<file path="src/rtl/mux_16_to_1_pkg.sv">
// Shared constants for the 16:1 registered lane selector and its 4:1 tree nodes.
package mux_16_to_1_pkg;
  localparam int NUM_LANES  = 16;
  localparam int SEL_W      = 4;
  localparam int LEAF_FANIN = 4;
  localparam int NUM_LEAVES = NUM_LANES / LEAF_FANIN;
  // Per-bit reset value; registers replicate it to their own width.
  localparam logic RST_BIT  = 1'b0;
endpackage

</file>
<file path="src/rtl/mux_4to1.sv">
// Combinational 4:1 selector over DATA_W-bit lanes packed LSB-first in one port.
module mux_4to1 #(
  parameter int DATA_W = 1
) (
  input  logic [4*DATA_W-1:0] in,
  input  logic [1:0]          sel,
  output logic [DATA_W-1:0]   out
);
  // A case per lane keeps unselected lanes out of the result entirely.
  always_comb begin
    out = '0;
    case (sel)
      2'd0: out = in[0*DATA_W +: DATA_W];
      2'd1: out = in[1*DATA_W +: DATA_W];
      2'd2: out = in[2*DATA_W +: DATA_W];
      2'd3: out = in[3*DATA_W +: DATA_W];
      default: out = '0;
    endcase
  end
endmodule

</file>
<file path="src/rtl/mux_16_to_1.sv">
// Registered 16:1 lane selector: four 4:1 leaves, one 4:1 root, output register.
// Define MUX_16_TO_1_IN_REG_EN to register in/sel ahead of the tree (2-cycle latency).
module mux_16_to_1
  import mux_16_to_1_pkg::*;
#(
  parameter int DATA_W = 1
) (
  input  logic                        clk,
  input  logic                        rst_n,
  input  logic [NUM_LANES*DATA_W-1:0] in,
  input  logic [SEL_W-1:0]            sel,
  output logic [DATA_W-1:0]           out
);
  logic [NUM_LANES*DATA_W-1:0]        tree_in;
  logic [SEL_W-1:0]                   tree_sel;
  logic [NUM_LEAVES-1:0][DATA_W-1:0]  leaf;
  logic [DATA_W-1:0]                  root;

`ifdef MUX_16_TO_1_IN_REG_EN
  always_ff @(posedge clk or negedge rst_n) begin
    if (!rst_n) begin
      tree_in  <= {(NUM_LANES*DATA_W){RST_BIT}};
      tree_sel <= {SEL_W{RST_BIT}};
    end else begin
      tree_in  <= in;
      tree_sel <= sel;
    end
  end
`else
  assign tree_in  = in;
  assign tree_sel = sel;
`endif

  for (genvar j = 0; j < NUM_LEAVES; j++) begin : g_leaf
    mux_4to1 #(.DATA_W(DATA_W)) u_leaf (
      .in  (tree_in[j*LEAF_FANIN*DATA_W +: LEAF_FANIN*DATA_W]),
      .sel (tree_sel[1:0]),
      .out (leaf[j])
    );
  end

  mux_4to1 #(.DATA_W(DATA_W)) u_root (
    .in  (leaf),
    .sel (tree_sel[3:2]),
    .out (root)
  );

  always_ff @(posedge clk or negedge rst_n) begin
    if (!rst_n) out <= {DATA_W{RST_BIT}};
    else        out <= root;
  end
endmodule

</file>
<file path="config.mk">
export PLATFORM = sky130hd
export DESIGN_NAME = mux_16_to_1
export DESIGN_NICKNAME = d
export VERILOG_FILES = /design/src/rtl/mux_16_to_1_pkg.sv /design/src/rtl/mux_4to1.sv /design/src/rtl/mux_16_to_1.sv
export SDC_FILE = /design/constraint.sdc
export NUM_CORES = 1
export LEC_CHECK = 0
export ABC_AREA = 1
export CAP_MARGIN = 5
export CORE_AREA = 5 5 42 44
export DETAILED_ROUTE_END_ITERATION = 10
export DIE_AREA = 0 0 47 49
export SYNTH_ARGS = -nofsm -noshare
export SYNTH_HDL_FRONTEND = slang
export SYNTH_SLANG_ARGS = --single-unit
</file>
<file path="constraint.sdc">
create_clock -name clk -period 0.8 [get_ports clk]
set_input_delay 0.12 -clock clk [delete_from_list [all_inputs] [get_ports clk]]
set_output_delay 0.12 -clock clk [all_outputs]
set_load 0.01 [all_outputs]
</file>
Word level (Yosys, flattened, before mapping)
Index checks and enable logic that the tools add are counted.

storage, ports and cells
  flip-flop bits (word level) = 1
  bits in latches = 0
  memory bits (writable) = 0
  memory bits (read-only) = 0
  bits of input ports = 22
  output and inout bits = 1
  logic and storage cells = 14
  memories kept = 0

operators by class
  add/sub/neg operators = 0
  multipliers = 0
  divide/modulo/power cells = 0
  $lt $le $gt $ge = 0
  equal/unequal tests = 6
  shift-type cells = 0
  multiplexer cells = 5
  bitwise logic cells = 0
  reduce and logical (&&, ||, !) cells = 2

operators with widths
  operator                                              count
  one-hot mux 1 bit (4 select lines)                    5
  equality test 2 bit (second input constant)           4
  equality test 2 x 1 -> 1 bit (second input constant)  2
  zero test 2 bit                                       2

Longest topological paths before layout
Gate-level depths: netlist (run 1).

  depth after elaboration = 3
  gate-level depth with buffers = 6
  mapped depth without buffers = 5

By module
A second synthesis (run 1) with hierarchy kept.

unflattened totals
  cells, all modules = 66
  area, all modules = 281.5 um^2

by module, submodules not included
  module       instances  cells an instance  area each (um^2)  seq. area each (um^2)
  mux_4to1     5          13                 51.3              0.0
  mux_16_to_1  1          1                  25.0              25.0

Worst setup path before layout (run 1)
OpenSTA, ideal clock, no wires.

  path kind = input to register
  from = input port sel[0]
  to = register out
  library setup time = 130 ps
  arrival = 549 ps
  data required time = 670 ps
  slack = 121 ps
  cell stages on the path = 6
  cell sequence = buf_6 -> inv_2 -> nand3_1 -> nand4_1 -> nand2_1 -> nand4_1

between the ends
  word-level cells in the longest chain between the ends = 3

ends and longest elaborated chain
  what                                         line               text
  from (decl)                                  mux_16_to_1.sv:11  input logic [SEL_W-1:0] sel,
  equality test 2 bit (tied with other cells)  mux_4to1.sv:12     case (sel)
  one-hot mux 1 bit (4 select lines)           mux_4to1.sv:12
  one-hot mux 1 bit (4 select lines) (*)       mux_4to1.sv:12
  named net root                               mux_16_to_1.sv:17  logic [DATA_W-1:0] root;
  to (signal assigned)                         mux_16_to_1.sv:49  if (!rst_n) out <= {DATA_W{RST_BIT}};
  to (signal assigned)                         mux_16_to_1.sv:50  else out <= root;
  to (decl)                                    mux_16_to_1.sv:12  output logic [DATA_W-1:0] out

The timed path passes the listed nets; every way through them passes the cells marked *.

Worst setup path after layout (run 1)
Same ends and word-level chain as after synthesis.

==> key figures, run 1 <==
Final layout
  – Nets: 86
  – Finished Layout Cells: 78
  – Number of flip-flops in the largest register: 1
  – Largest regs: out: 1 flops
  – Layout cells sized above 1: 27.4%
  – Seq. cell area: 25.0 µm²
  – Footprint of the multi-input gates: 188 µm²
  – Largest Register: out
  – Area Overhead vs Synth: 133%
  – Ant diodes: 0
  – Fill count: 170

Logic synthesis
  – Mean Syn Cell Area: 5.63 µm²
  – Top cell type's share of synthesized area: 28.1%
  – Number of unique standard cell types used by synthesis: 9
  – Mapped Nets: 60
  – Cells after Synth: 38
  – #FFs+latches synth: 1
  – Yosys top cell by area: nand3_1
  – Syn Std Cell Area: 214 µm²
  – Ys Warns: 0
  – Register area share after synthesis: 11.7%
  – Synth top area cells: nand3_1 (28%), nand2_1 (16%), nand4_1 (15%), dfrtp_1 (12%), buf_6 (11%)

Clocking
  – Post-CTS Hold Fix Bufs: 0
  – Clock Pin Slew Worst Setup and Hold Paths: 0 ns

Placement
  – Number of port buffers: 22
  – GPL Wtd Cong: 0.738
  – Dpl ws: -0.536 ns
  – Placed insts: 78
  – Post-DP HPWL: 670 µm

Routing
  – Initial DRC Count: 6
  – Routed Antenna Nets: 0
  – WL/cell: 10.3 µm
  – Drt first pass iters: 3
  – Via density: 4.29
  – WL final: 804 µm
  – Vias: 335
  – DR DRC count: 0

Die
  – Initial Util: 15.3%
  – # rows: 14
  – Die footprint: 0.00230 mm²
  – Die height: 49 µm
  – Die X: 47 µm
  – IO Pins: 23
  – Core area: 0.00140 mm²

Timing
  – Final setup viols: 1
  – Tmin final: 0.806 ns
  – Period utilization: 101%
  – RSZ-0062 raised after global routing: true
  – Final-report hold violation count: 0
  – Final setup margin: -0.00567 ns
  – Worst rel slew slack: 91.9%
  – Fmax: 1.24 GHz
  – Slew @ Worst Pin: 0.122 ns
  – Slew Limit Fails: 0

Critical path
  – CP startpoint: sel[0]
  – Critical Path Fanout Max: 5
  – Worst setup path category: input port to register
  – Required @ worst endpoint: 0.67 ns
  – Arr. time, crit path: 0.67 ns
  – CP Launch Type: input port
  – CP endpoint kind: register

Pwr
  – PwrDens: 524 mW/mm²
  – Worst IR drop on VDD: 0.187 mV
  – Leakage: 0.239 nW

Run status
  – Outcome: complete, but fails checks
  – Violated checks: setup timing

Global route
  – GRT Resource Usage Total: 6.40%
  – Gr ovfl total: 0
  – First-pass GRT wire length: 1180 µm
  – Number of global-route vias before repair: 288
  – Pin count of the biggest net entering global routing: 7
  – Initial antenna violation count: 0

Flow run
  – Max cap viols: 0

Worst hold path
  – Hold Path Class: input port to async pin
==> kinds of logic (layout without fill, tap and decap cells) <==
kind of cell | Yosys count | count (layout) | synth area share (%)
buf+inv | 7 | 31 | 19.3
flops | 1 | 1 | 11.7
simple gates | 30 | 30 | 69.0
==> routing by layer <==
metal | wire length, µm | vias to the layer above | global-route usage, %
met5 | 0 | - | 0
met4 | 0 | 0 | 0
met3 | 82 | 0 | 0.369
met2 | 427 | 11 | 12.0
met1 | 294 | 146 | 8.10
li1 | - | 178 | -
==> metrics by stage <==
stage	hold WS (ns)	power (mW)	util (%)	area, µm²	setup TNS [ns]
after global placement	0.275	0.271	32.9	462	-0.642
final	0.271	0.261	35.6	499	-0.00567
after global routing	0.283	0.281	35.6	499	-0.0827
after CTS	0.274	0.242	32.0	448	-0.0229
after floorplan	-0.176	0.137	-	214	0
after detailed placement	0.271	0.272	32.9	462	-0.683
==> cells in the mapped netlist, drive strengths merged <==
master   n
nand3   12
nand2    9
inv      5
nand4    5
nor2     4
buf      2
dfrtp    1
==> final timing paths <==
kind / end / slack [ns] / cells past startpoint
setup / recovery: out$_DFF_PN0_ / -0.006 / 6
hold / removal: out$_DFF_PN0_ / 0.27 / 1
max in group asynchronous: out$_DFF_PN0_ / 0.43 / 1
min in group clk: out$_DFF_PN0_ / 0.54 / 5
==> where the power goes <==
part	leakage (nW)	switching [mW]	internal, mW	total (mW)
Combinational	0.226	0.0847	0.117	0.202
Sequential	0.0124	0.00109	0.0581	0.0592
Clock	0	0	0	0
==> cell usage in the layout (no fill, tap or decap) <==
master | Yosys | routed
nor2_4 | 1 | 1
inv_2 | 2 | 2
nand2_1 | 9 | 9
inv_1 | 3 | 3
dfrtp_1 | 1 | 1
nor2_1 | 3 | 3
buf_4 | 0 | 2
clkdlybuf4s15_1 | 0 | 3
clkdlybuf4s50_1 | 0 | 1
buf_6 | 2 | 2
nand3_1 | 12 | 4
nand4_1 | 5 | 5
nand3_2 | 0 | 8
dlygate4sd2_1 | 0 | 16
buf_8 | 0 | 2
==> what timing repair did <==
action	in CTS	in global routing
buffers inserted	0	0
gates resized for setup	33	13
endpoints found under the setup margin	2	1
pin swaps	22	12
==> worst max-delay path: stages <==
cell and delay, ns:
buf_8 0.11, buf_6 0.12, nand3_2 0.06, nand4_1 0.10
nand2_1 0.07, nand4_1 0.09
==> final cells by class <==
cell class              instances  area share (%)
repair buffers                 26            49.6
multi-input cells              30            37.6
flip-flops and latches          1            5.01
well taps                      16            4.01
inverters                       5            3.76
Note: power is estimated with default switching activity, not from simulation.
==> run 2: changes to the inputs <==
--- a/config.mk
+++ b/config.mk
@@ -10,6 +10,7 @@
 export CORE_AREA = 5 5 42 44
 export DETAILED_ROUTE_END_ITERATION = 10
 export DIE_AREA = 0 0 47 49
+export MAX_ROUTING_LAYER = met4
 export SYNTH_ARGS = -nofsm -noshare
 export SYNTH_HDL_FRONTEND = slang
 export SYNTH_SLANG_ARGS = --single-unit
==> results of run 2 <==
Final layout, timing and power as in run 1 (identical DEF).
Main changes from that run: final weighted congestion in routability-driven placement 0.738 -> 0.747; overall routing resource usage 6.40% -> 6.56%
==> run 3: changes to the inputs <==
--- a/config.mk
+++ b/config.mk
@@ -11,6 +11,7 @@
 export DETAILED_ROUTE_END_ITERATION = 10
 export DIE_AREA = 0 0 47 49
 export MAX_ROUTING_LAYER = met4
+export REMOVE_ABC_BUFFERS = 1
 export SYNTH_ARGS = -nofsm -noshare
 export SYNTH_HDL_FRONTEND = slang
 export SYNTH_SLANG_ARGS = --single-unit
==> run 3 against run 2 <==
  * Fmax down 2.3%
  * Global-route usage up 0.64 points
  * Sequential power about the same
  * Largest power group unchanged
  * The run still ends with setup timing left
  * Core utilization down 2.1 points
  * Worst hold slack better by 0.0010 ns
  * Routed wire length up 7.5%
  * Flip-flop and latch count unchanged
  * Die area unchanged
  * Design area down 6.0%
  * First-iteration DRC count up 17%
  * Sequential share of layout area up 0.32 points
==> key figures, run 3 (synthesis results as in run 1) <==
Timing
  – Worst rel slew slack: 91.6% (-0.26 points)
  – Slew @ Worst Pin: 0.126 ns (+0.00413 ns)
  – Slew Limit Fails: 0 (unchanged)
  – Final-report hold violation count: 0 (unchanged)
  – Fmax: 1.21 GHz (-2.3%)
  – Setup TNS: -0.0249 ns (-0.0192 ns)
  – Final setup viols: 1 (unchanged)
  – RSZ-0062 raised after global routing: true
  – Period utilization: 103% (+2.4 points)
  – Final setup margin: -0.0249 ns (-0.0192 ns)
  – Tmin final: 0.825 ns (+0.0192 ns)

Placement
  – Number of port buffers: 22 (unchanged)
  – Placed insts: 77 (-1.3%)
  – Post-DP HPWL: 696 µm (+3.9%)
  – GPL Wtd Cong: 0.764

Critical path
  – Arr. time, crit path: 0.75 ns (+0.08 ns)
  – Critical Path Fanout Max: 5 (unchanged)
  – Required @ worst endpoint: 0.73 ns (+0.06 ns)
  – CP endpoint kind: register
  – Worst setup path category: input port to register
  – CP startpoint: sel[1]
  – CP Launch Type: input port

Die
  – Die footprint: 0.00230 mm² (unchanged)
  – Core area: 0.00140 mm² (unchanged)
  – Initial Util: 15.3% (unchanged)
  – # rows: 14 (unchanged)
  – Die X: 47 µm (unchanged)
  – IO Pins: 23 (unchanged)
  – Die height: 49 µm (unchanged)

Clocking
  – Clock Pin Slew Worst Setup and Hold Paths: 0 ns (unchanged)
  – Post-CTS Setup Inserts: 0 (unchanged)
  – Post-CTS Hold Fix Bufs: 0 (unchanged)

Final layout
  – Commonest non-fill, non-tap cell in the layout: dlygate4sd2_1
  – Ant diodes: 0 (unchanged)
  – Number of flip-flops in the largest register: 1 (unchanged)
  – Layout cells sized above 1: 21.0% (-6.5 points)
  – Finished Layout Cells: 78 (unchanged)
  – Largest regs: out: 1 flops
  – Fill count: 176 (+3.5%)
  – Nets: 86 (unchanged)
  – Most frequent cells in the layout: dlygate4sd2_1 (19), nand2_1 (9), nand3_1 (8)
  – Largest Register: out
  – Final Core Density: 33.5% (-2.1 points)
  – Area Overhead vs Synth: 119%

Pwr
  – Leakage: 0.235 nW (-1.8%)
  – Worst IR drop on VDD: 0.126 mV (-33%)
  – PwrDens: 535 mW/mm² (+2.1%)

Flow run
  – Max cap viols: 0 (unchanged)

Routing
  – DR DRC count: 0 (unchanged)
  – WL/cell: 11.1 µm (+7.5%)
  – Drt first pass iters: 4 (+1)
  – Initial DRC Count: 7 (+1)
  – Via density: 4.28 (-0.30%)
  – WL final: 864 µm (+7.5%)
  – Routed Antenna Nets: 0 (unchanged)
  – Vias: 334 (-0.30%)

Global route
  – Number of global-route vias before repair: 321 (+11%)
  – Gr ovfl total: 0 (unchanged)
  – Pin count of the biggest net entering global routing: 6 (-1)
  – First-pass GRT wire length: 1290 µm (+9.4%)
  – GRT Resource Usage Total: 7.20%
  – Initial antenna violation count: 0 (unchanged)

Run status
  – Violated checks: setup timing
  – Outcome: complete, but fails checks

Worst hold path
  – Hold Path Class: input port to async pin
## run 3: cell types whose count changed in the layout (fill, tap and decap cells not counted), moves of 3 or more
cell,before,now
nand3_1,4,8
nand3_2,8,4
clkdlybuf4s15_1,3,0
dlygate4sd2_1,16,19
## run 3: what timing repair did
item | in CTS | in global routing
endpoints found under the setup margin | 2 | 1
pin swaps | 23 | 9
cloned | 1 | 0
gates resized for setup | 33 | 5
## run 3: final cells by class
| cell class | instances | area [µm²] | share of cell area (%) |
|---|---|---|---|
| Timing Repair Buffer | 26 | 238 | 50.7 |
| Sequential cell | 1 | 25.0 | 5.33 |
| Tap cell | 16 | 20.0 | 4.27 |
| Multi-Input combinational cell | 30 | 168 | 35.7 |
| Inverter | 5 | 18.8 | 4.00 |
## run 3: worst paths after layout
path | end | cells past startpoint
max in group asynchronous | out$_DFF_PN0_ | 1
hold / removal | out$_DFF_PN0_ | 1
min in group clk | out$_DFF_PN0_ | 5
setup / recovery | out$_DFF_PN0_ | 7
## run 3: power by group
| part | leakage (nW) | internal, mW | switching [mW] | total, mW |
|---|---|---|---|---|
| Clock | 0 | 0 | 0 | 0 |
| Combinational | 0.222 | 0.110 | 0.0814 | 0.192 |
| Sequential | 0.0124 | 0.0581 | 0.000976 | 0.0591 |
## run 3: layer usage
| layer | global-route usage, % | share of wire [%] | vias up |
|---|---|---|---|
| met1 | 9.37 | 39 | 146 |
| met4 | 0 | 0 | 0 |
| met3 | 0.369 | 8.7 | 0 |
| met5 | - | 0 | - |
| met2 | 12.7 | 52 | 11 |
| li1 | - | - | 177 |
## run 3: critical path, stage by stage
cell     delay (ns)
buf_8          0.10
buf_6          0.12
nor2_4         0.13
nand2_1        0.06
nand4_1        0.09
nand2_1        0.06
nand4_1        0.08
## run 3: stage by stage
stage               instance area [µm²]  worst slack, ns  total power [mW]  hold WS [ns]
detailed placement                  454           -0.489             0.269         0.273
global route                        469          -0.0771             0.269         0.280
finish                              469          -0.0249             0.251         0.272
global placement                    454           -0.461             0.268         0.273
CTS                                 447          -0.0501             0.243         0.275
floorplan                           191            0.258             0.114        -0.176
